===== src/rtl/fifo_rd_pkg.sv =====
// -----------------------------------------------------------------------------
// fifo_rd_pkg
// Shared definitions for the FIFO read-side controller: FSM state encoding,
// skid depth, statistics counter width and the read-credit helper.
// -----------------------------------------------------------------------------
package fifo_rd_pkg;

  typedef enum logic [1:0] {
    IDLE  = 2'd0,
    BURST = 2'd1,
    DRAIN = 2'd2
  } rd_state_e;

  localparam int SKID_DEPTH = 2;
  localparam int RD_CNT_W   = 16;

  // A new read may issue only if, after this cycle's downstream pop, the words
  // already owed to the skid (held + in flight) leave room for one more.
  function automatic logic credit_ok(input logic [1:0] occ,
                                     input logic       inflight,
                                     input logic       pop);
    return ({1'b0, occ} + {2'b00, inflight}) < ({2'b00, pop} + 3'd2);
  endfunction

endpackage


===== src/rtl/fifo_rd_ctrl_if.sv =====
// -----------------------------------------------------------------------------
// fifo_rd_ctrl_if
// Bundles the FIFO status/data side and the downstream valid/ready side of the
// read controller.
//   master : the controller (drives fifo_read_enable, out_*, busy, err)
//   slave  : the environment (FIFO + consumer + enable source)
// -----------------------------------------------------------------------------
interface fifo_rd_ctrl_if #(
  parameter int DATA_W = 10
);
  logic              enable;
  logic              fifo_empty;
  logic              fifo_almost_full;
  logic              fifo_error;
  logic [DATA_W-1:0] fifo_data_out;
  logic              fifo_read_enable;
  logic [DATA_W-1:0] out_data;
  logic              out_valid;
  logic              out_ready;
  logic              busy;
  logic              err;

  modport master (
    input  enable, fifo_empty, fifo_almost_full, fifo_error, fifo_data_out, out_ready,
    output fifo_read_enable, out_data, out_valid, busy, err
  );

  modport slave (
    output enable, fifo_empty, fifo_almost_full, fifo_error, fifo_data_out, out_ready,
    input  fifo_read_enable, out_data, out_valid, busy, err
  );
endinterface


===== src/rtl/fifo_rd_skid.sv =====
// -----------------------------------------------------------------------------
// fifo_rd_skid
// Two-entry FIFO-ordered skid buffer that absorbs the FIFO's one-cycle read
// latency.
//   clk, reset   : clock, asynchronous active-low reset
//   i_push/i_din : capture a word
//   i_pop        : remove the head word (ignored when empty)
//   o_dout       : head word
//   o_occ        : number of held words (0..2)
//   o_overflow   : push while full without a simultaneous pop (word dropped)
// -----------------------------------------------------------------------------
module fifo_rd_skid
  import fifo_rd_pkg::*;
#(
  parameter int DATA_W = 10
) (
  input  logic              clk,
  input  logic              reset,
  input  logic              i_push,
  input  logic [DATA_W-1:0] i_din,
  input  logic              i_pop,
  output logic [DATA_W-1:0] o_dout,
  output logic [1:0]        o_occ,
  output logic              o_overflow
);

  logic [DATA_W-1:0] r_mem [SKID_DEPTH];
  logic              r_wr_ptr;
  logic              r_rd_ptr;
  logic [1:0]        r_occ;

  logic w_pop;
  logic w_full;
  logic w_push;

  assign w_pop      = i_pop && (r_occ != 2'd0);
  assign w_full     = (r_occ == 2'd2);
  assign w_push     = i_push && (!w_full || w_pop);
  assign o_overflow = i_push && w_full && !w_pop;
  assign o_dout     = r_mem[r_rd_ptr];
  assign o_occ      = r_occ;

  // Storage, pointers and occupancy; simultaneous push and pop keep occupancy.
  always_ff @(posedge clk or negedge reset) begin
    if (!reset) begin
      r_mem[0] <= '0;
      r_mem[1] <= '0;
      r_wr_ptr <= 1'b0;
      r_rd_ptr <= 1'b0;
      r_occ    <= 2'd0;
    end else begin
      if (w_push) begin
        r_mem[r_wr_ptr] <= i_din;
        r_wr_ptr        <= ~r_wr_ptr;
      end
      if (w_pop) begin
        r_rd_ptr <= ~r_rd_ptr;
      end
      case ({w_push, w_pop})
        2'b10:   r_occ <= r_occ + 2'd1;
        2'b01:   r_occ <= r_occ - 2'd1;
        default: r_occ <= r_occ;
      endcase
    end
  end

endmodule


===== src/rtl/fifo_rd_ctrl.sv =====
// -----------------------------------------------------------------------------
// fifo_rd_ctrl
// Read-side controller for a synchronous FIFO. Issues read strobes in bursts
// (capped at BURST_LEN) or in an uncapped drain when the FIFO is almost full,
// captures the FIFO's data one cycle after each strobe into a 2-entry skid and
// presents words downstream on a valid/ready port.
//   clk      : clock, all logic on posedge
//   reset    : asynchronous active-low reset
//   bus      : fifo_rd_ctrl_if.master (enable, FIFO status/data, read strobe,
//              downstream out_data/out_valid/out_ready, busy, sticky err)
//   rd_count : downstream handshake counter (only with FIFO_RD_STATS_EN)
// Optional feature macro: FIFO_RD_STATS_EN
// -----------------------------------------------------------------------------
module fifo_rd_ctrl
  import fifo_rd_pkg::*;
#(
  parameter int DATA_W    = 10,
  parameter int BURST_LEN = 4
) (
  input  logic                clk,
  input  logic                reset,
  fifo_rd_ctrl_if.master      bus
`ifdef FIFO_RD_STATS_EN
  ,
  output logic [RD_CNT_W-1:0] rd_count
`endif
);

  localparam int BC_W = (BURST_LEN > 1) ? $clog2(BURST_LEN) : 1;

  rd_state_e         r_state;
  logic [BC_W-1:0]   r_burst_cnt;
  logic              r_inflight;
  logic              r_err;

  logic [DATA_W-1:0] w_dout;
  logic [1:0]        w_occ;
  logic              w_overflow;
  logic              w_pop;
  logic              w_rd_en;
  logic              w_last;

  assign w_pop   = bus.out_valid && bus.out_ready;
  // Credit counts this cycle's pop so reads sustain one word per cycle.
  assign w_rd_en = ((r_state == BURST) || (r_state == DRAIN)) && bus.enable &&
                   !bus.fifo_empty && credit_ok(w_occ, r_inflight, w_pop);
  assign w_last  = w_rd_en && (r_burst_cnt == BC_W'(BURST_LEN - 1));

  assign bus.fifo_read_enable = w_rd_en;
  assign bus.out_data         = w_dout;
  assign bus.out_valid        = (w_occ != 2'd0);
  assign bus.busy             = (r_state != IDLE) || r_inflight || (w_occ != 2'd0);
  assign bus.err              = r_err;

  fifo_rd_skid #(
    .DATA_W (DATA_W)
  ) u_skid (
    .clk        (clk),
    .reset      (reset),
    .i_push     (r_inflight),
    .i_din      (bus.fifo_data_out),
    .i_pop      (w_pop),
    .o_dout     (w_dout),
    .o_occ      (w_occ),
    .o_overflow (w_overflow)
  );

  // Read FSM and burst counter.
  always_ff @(posedge clk or negedge reset) begin
    if (!reset) begin
      r_state     <= IDLE;
      r_burst_cnt <= '0;
    end else begin
      case (r_state)
        IDLE: begin
          if (bus.enable && bus.fifo_almost_full) begin
            r_state <= DRAIN;
          end else if (bus.enable && !bus.fifo_empty) begin
            r_state     <= BURST;
            r_burst_cnt <= '0;
          end else begin
            r_state <= IDLE;
          end
        end
        BURST: begin
          if (w_rd_en) begin
            r_burst_cnt <= r_burst_cnt + BC_W'(1);
          end
          if (bus.fifo_almost_full) begin
            r_state <= DRAIN;
          end else if (w_last || bus.fifo_empty || !bus.enable) begin
            r_state <= IDLE;
          end else begin
            r_state <= BURST;
          end
        end
        DRAIN: begin
          if (bus.fifo_empty || !bus.enable) begin
            r_state <= IDLE;
          end else begin
            r_state <= DRAIN;
          end
        end
        default: begin
          r_state     <= IDLE;
          r_burst_cnt <= '0;
        end
      endcase
    end
  end

  // In-flight flag (data arrives the cycle after the strobe) and sticky error.
  always_ff @(posedge clk or negedge reset) begin
    if (!reset) begin
      r_inflight <= 1'b0;
      r_err      <= 1'b0;
    end else begin
      r_inflight <= w_rd_en;
      if (bus.fifo_error || w_overflow) begin
        r_err <= 1'b1;
      end
    end
  end

`ifdef FIFO_RD_STATS_EN
  logic [RD_CNT_W-1:0] r_rd_count;

  // Downstream handshake counter, wraps naturally.
  always_ff @(posedge clk or negedge reset) begin
    if (!reset) begin
      r_rd_count <= '0;
    end else if (w_pop) begin
      r_rd_count <= r_rd_count + RD_CNT_W'(1);
    end
  end

  assign rd_count = r_rd_count;
`endif

endmodule


===== src/flat_wrapper.sv =====
// flat-port wrapper written by rule: the top's interface ports become plain ports
module fifo_rd_ctrl_flat import fifo_rd_pkg::*;
#(
  parameter int DATA_W    = 10,
  parameter int BURST_LEN = 4
)
  (clk, reset, bus_enable, bus_fifo_empty, bus_fifo_almost_full, bus_fifo_error, bus_fifo_data_out, bus_out_ready, bus_fifo_read_enable, bus_out_data, bus_out_valid, bus_busy, bus_err);
  fifo_rd_ctrl_if #(.DATA_W(DATA_W)) bus_i ();
  input  logic clk;
  input  logic reset;
  input wire logic [$bits(bus_i.enable)-1:0] bus_enable;
  input wire logic [$bits(bus_i.fifo_empty)-1:0] bus_fifo_empty;
  input wire logic [$bits(bus_i.fifo_almost_full)-1:0] bus_fifo_almost_full;
  input wire logic [$bits(bus_i.fifo_error)-1:0] bus_fifo_error;
  input wire logic [$bits(bus_i.fifo_data_out)-1:0] bus_fifo_data_out;
  input wire logic [$bits(bus_i.out_ready)-1:0] bus_out_ready;
  output wire logic [$bits(bus_i.fifo_read_enable)-1:0] bus_fifo_read_enable;
  output wire logic [$bits(bus_i.out_data)-1:0] bus_out_data;
  output wire logic [$bits(bus_i.out_valid)-1:0] bus_out_valid;
  output wire logic [$bits(bus_i.busy)-1:0] bus_busy;
  output wire logic [$bits(bus_i.err)-1:0] bus_err;
  assign bus_i.enable = bus_enable;
  assign bus_i.fifo_empty = bus_fifo_empty;
  assign bus_i.fifo_almost_full = bus_fifo_almost_full;
  assign bus_i.fifo_error = bus_fifo_error;
  assign bus_i.fifo_data_out = bus_fifo_data_out;
  assign bus_i.out_ready = bus_out_ready;
  assign bus_fifo_read_enable = bus_i.fifo_read_enable;
  assign bus_out_data = bus_i.out_data;
  assign bus_out_valid = bus_i.out_valid;
  assign bus_busy = bus_i.busy;
  assign bus_err = bus_i.err;
  fifo_rd_ctrl #(.DATA_W(DATA_W), .BURST_LEN(BURST_LEN)) u_core (.clk(clk), .reset(reset), .bus(bus_i));
endmodule

===== config.mk =====
export PLATFORM = sky130hd
export DESIGN_NAME = fifo_rd_ctrl_flat
export DESIGN_NICKNAME = d
export VERILOG_FILES = /design/src/rtl/fifo_rd_pkg.sv /design/src/rtl/fifo_rd_ctrl_if.sv /design/src/rtl/fifo_rd_skid.sv /design/src/rtl/fifo_rd_ctrl.sv /design/src/flat_wrapper.sv
export SDC_FILE = /design/constraint.sdc
export NUM_CORES = 1
export LEC_CHECK = 0
export ABC_AREA = 1
export CAP_MARGIN = 0
export CORE_UTILIZATION = 25
export CTS_BUF_LIST = sky130_fd_sc_hd__clkbuf_8
export CTS_CLUSTER_DIAMETER = 50
export DETAILED_ROUTE_END_ITERATION = 12
export PLACE_DENSITY_LB_ADDON = 0.12
export SLEW_MARGIN = 20
export SYNTH_ARGS = -nofsm -noshare
export SYNTH_HDL_FRONTEND = slang
export SYNTH_SLANG_ARGS = --single-unit

===== constraint.sdc =====
create_clock -name clk -period 2.3 [get_ports clk]
set_input_delay 0.345 -clock clk [delete_from_list [all_inputs] [get_ports clk]]
set_output_delay 0.345 -clock clk [all_outputs]
set_load 0.05 [all_outputs]

==> PnR_summary.wiki <==
{| class="wikitable"
! Metric !! Value
|-
| Vertical die dimension || 79.69 um
|-
| Sequential-to-total area share from yosys stat || 49.75%
|-
| Final non-filler cell area || 2067 um^2
|-
| Final number of setup-violating endpoints || 0
|-
| Die Footprint || 6351 um^2
|-
| Routed wire length || 2978 um
|-
| Startpoint types || flop
|-
| Power density normalized to cell area || 1259 nW/um^2
|-
| Worst Setup End Kind || output pin
|-
| Number of max-cap violations || 0
|-
| Avg Synthesized Cell Area || 8.430 um^2
|-
| Sinks on Clock Net || 30
|-
| Clock tree from TritonCTS || done
|-
| Worst-path cell chain || inv_2 > nand2_1 > clkdlybuf4s50_1
|-
| Signed area change from the synthesized netlist to the final layout || 36.98%
|-
| DRC violations left || 0
|-
| Most frequent cells in the layout || sky130_fd_sc_hd__nand2_1, sky130_fd_sc_hd__dfrtp_1, sky130_fd_sc_hd__inv_1
|-
| Buffers added on ports || 30
|-
| Average via count per standard cell || 4.123
|-
| Worst EP arrival || 1.68 ns
|-
| DRC violation total after the first TritonRoute iteration || 52
|-
| Number of max-slew violations in the final report || 0
|-
| Row count || 27
|-
| Final antenna-violating net count || 0
|-
| Global-route total usage across every layer || 11.41%
|-
| Vias || 1,171
|-
| Slew of the pin with the lowest slew margin || 0.5058 ns
|-
| Instance count of the mapped netlist || 179
|-
| Total of flip-flops plus latches after synthesis || 30
|-
| Routability congestion estimate || 0.7354
|-
| Clock buffer depth || 2
|-
| Width of the die || 79.69 um
|-
| Depth of the worst register-to-register path || 8
|-
| GRT Residual Overflow || 0
|-
| # IOs || 31
|-
| Fraction of layout cells with a size suffix above 1 || 16.98%
|-
| Number of detailed-routing iterations run before antenna repair || 4
|-
| Fill cell instance count of the final layout || 619
|-
| Req. time, crit path || 1.96 ns
|-
| Portion of synthesized cell area occupied by the leading cell type || 49.75%
|-
| Number of nets in the finished design || 237
|-
| Number of distinct library cell variants in the gate-level netlist after synthesis || 21
|-
| Post-Synthesis Cell Area || 1509 um^2
|-
| WL/cell || 10.49 um
|-
| Maximum number of pins on one net before global-route repair || 31
|-
| Min-delay worst type || input pin to asynchronous set/reset pin
|-
| Final Critical Period || 2.024 ns
|-
| Outcome || complete, no violations
|-
| Most common cell after layout, fill and taps aside || sky130_fd_sc_hd__nand2_1
|-
| Cell with the biggest individual delay on the critical path || sky130_fd_sc_hd__clkdlybuf4s50_1
|-
| Cell type with the highest aggregate area in the netlist || sky130_fd_sc_hd__dfrtp_1
|-
| Global-route wire length before repair || 5506 um
|-
| Footprint of the flip-flops and latches || 750.7 um^2
|-
| Worst path max stage delay || 0.81 ns
|-
| Crit share post-route || 88.01%
|-
| Clock-pin transition on the worst setup and hold timing paths || 0.06 ns
|-
| Max Clock Skew || 0.003582 ns
|-
| Setup repair after global routing missed its margin || false
|-
| Critical path fanouts, max || 5
|-
| Area of combinational cells with multiple inputs || 633.1 um^2
|-
| Maximum level of the CTS H-tree || 2
|-
| Top area cells in the synthesized netlist || sky130_fd_sc_hd__dfrtp_1, sky130_fd_sc_hd__nand2_1, sky130_fd_sc_hd__ha_1
|-
| Root buffer cell || sky130_fd_sc_hd__clkbuf_8
|-
| Synthesized netlist net count || 204
|-
| Initial core utilization || 26.59%
|-
| P_leak || 1.049 nW
|-
| Total CTS buffers || 5
|-
| Core Box Area || 5675 um^2
|-
| Synth warn || 0
|-
| Antenna violations before repair || 0
|-
| Vias in the first global route || 1,143
|-
| Overall power after layout || 0.002602 W
|-
| Final std cells w/o fill || 284
|-
| Clock latency on the worst-skew pair || 0.27 ns
|-
| WS Path Type || flop to output pin
|-
| Final-layout setup total negative slack || 0 ns
|-
| Cell count after placement || 277
|-
| Final Hold Fails || 0
|-
| Normalized max-slew margin || 66.23%
|-
| Inserted Diodes || 0
|-
| Post-CTS setup buffers || 0
|-
| Final HPWL from detailed placement || 2120 um
|-
| Highest clock rate || 494.0 MHz
|-
| Max rail drop VDD || 0.4692 mV
|-
| Cell area after placement || 1986 um^2
|}
stage by stage:
stage / setup WS (ns) / util, % / hold slack, ns
global placement: 0.4057 / 34.99 / 0.4634
finish: 0.2758 / 36.42 / 0.4628
floorplan: 0.4665 / - / 0.04941
CTS: 0.05199 / 36.38 / 0.4748
global route: 0.1209 / 36.42 / 0.4973
detailed placement: 0.3488 / 34.99 / 0.4588
repair_timing:
action,CTS,global route
resized for setup,0,1
hold endpoints to repair,0,0
hold buffers,0,0
setup endpoints to repair,0,1
area by class of cell:
type	count	share of cell area, %
Sequential cell	30	36.32
Multi-Input combinational cell	120	30.63
Timing Repair Buffer	32	20.70
Tap cell	72	4.358
Inverter	23	4.177
Clock buffer	5	3.329
Clock inverter	2	0.4843
report_power, final:
| part | switching, W | internal [W] | total (W) |
|---|---|---|---|
| Combinational | 0.000783 | 0.000601 | 0.00138 |
| Clock | 0.000187 | 0.000203 | 0.000390 |
| Sequential | 0.000127 | 0.000700 | 0.000827 |
| Total | 0.00110 | 0.00150 | 0.00260 |
state kept, by name, summed over array words and instances (netlist names):
signal	flops
u_core.u_skid.o_occ	2
u_core.u_skid.r_mem	20
u_core.r_inflight	1
u_core.r_burst_cnt	2
u_core.u_skid.r_rd_ptr	1
u_core.r_state	2
u_core.bus.err	1
u_core.u_skid.r_wr_ptr	1
worst max-delay path: cells and delay by family (launching register included):
family	cells	cell delay, ns
flip-flops	1	0.43
AND/OR/NAND/NOR	1	0.10
buffers and inverters	2	0.88
logic make-up (layout without fill, tap and decap cells):
family / count (synthesis) / count (layout) / synth area share [%]
fa+ha+maj: 8 / 8 / 6.634
xor+xnor: 3 / 3 / 1.742
buf+inv: 29 / 62 / 8.291
compound gates: 26 / 26 / 11.19
simple gates: 83 / 83 / 22.39
flops: 30 / 30 / 49.75
cell usage after synthesis:
cell type                  instances
sky130_fd_sc_hd__nand2_2           2
sky130_fd_sc_hd__nor2_1            5
sky130_fd_sc_hd__nor3_1            1
sky130_fd_sc_hd__xnor2_1           1
sky130_fd_sc_hd__buf_6             2
sky130_fd_sc_hd__inv_1            22
sky130_fd_sc_hd__o21ai_0          12
sky130_fd_sc_hd__o21ai_2          10
sky130_fd_sc_hd__or2_2             2
sky130_fd_sc_hd__or2_4             1
sky130_fd_sc_hd__nand3_1           6
sky130_fd_sc_hd__nand2_1          65
sky130_fd_sc_hd__a21oi_1           3
sky130_fd_sc_hd__dfrtp_1          30
sky130_fd_sc_hd__nand4_1           1
sky130_fd_sc_hd__a31oi_1           1
sky130_fd_sc_hd__inv_2             1
sky130_fd_sc_hd__buf_2             1
sky130_fd_sc_hd__ha_1              8
sky130_fd_sc_hd__clkbuf_1          3
sky130_fd_sc_hd__xor2_1            2
routing by layer:
layer / global-route usage (%) / vias up / routed length, um
li1: - / 624 / -
met1: 15.28 / 521 / 1457
met2: 17.52 / 22 / 1357
met3: 2.857 / 4 / 124
met4: 4.364 / 0 / 39
met5: 0 / - / 0
worst paths after layout:
path	from	end	slack, ns
worst min-delay path	reset	u_core.u_skid.r_mem[13]	0.46
worst min register to register	u_core.bus.err	u_core.bus.err	0.47
min in group clk	u_core.bus.err	u_core.bus.err	0.47
worst max register to register	u_core.u_skid.o_occ[0]	u_core.u_skid.o_occ[1]	0.72
max in group asynchronous	reset	u_core.r_burst_cnt[1]	1.55
worst max-delay path	u_core.u_skid.o_occ[0]	bus_out_valid	0.28
(Power assumes the default switching activity.)
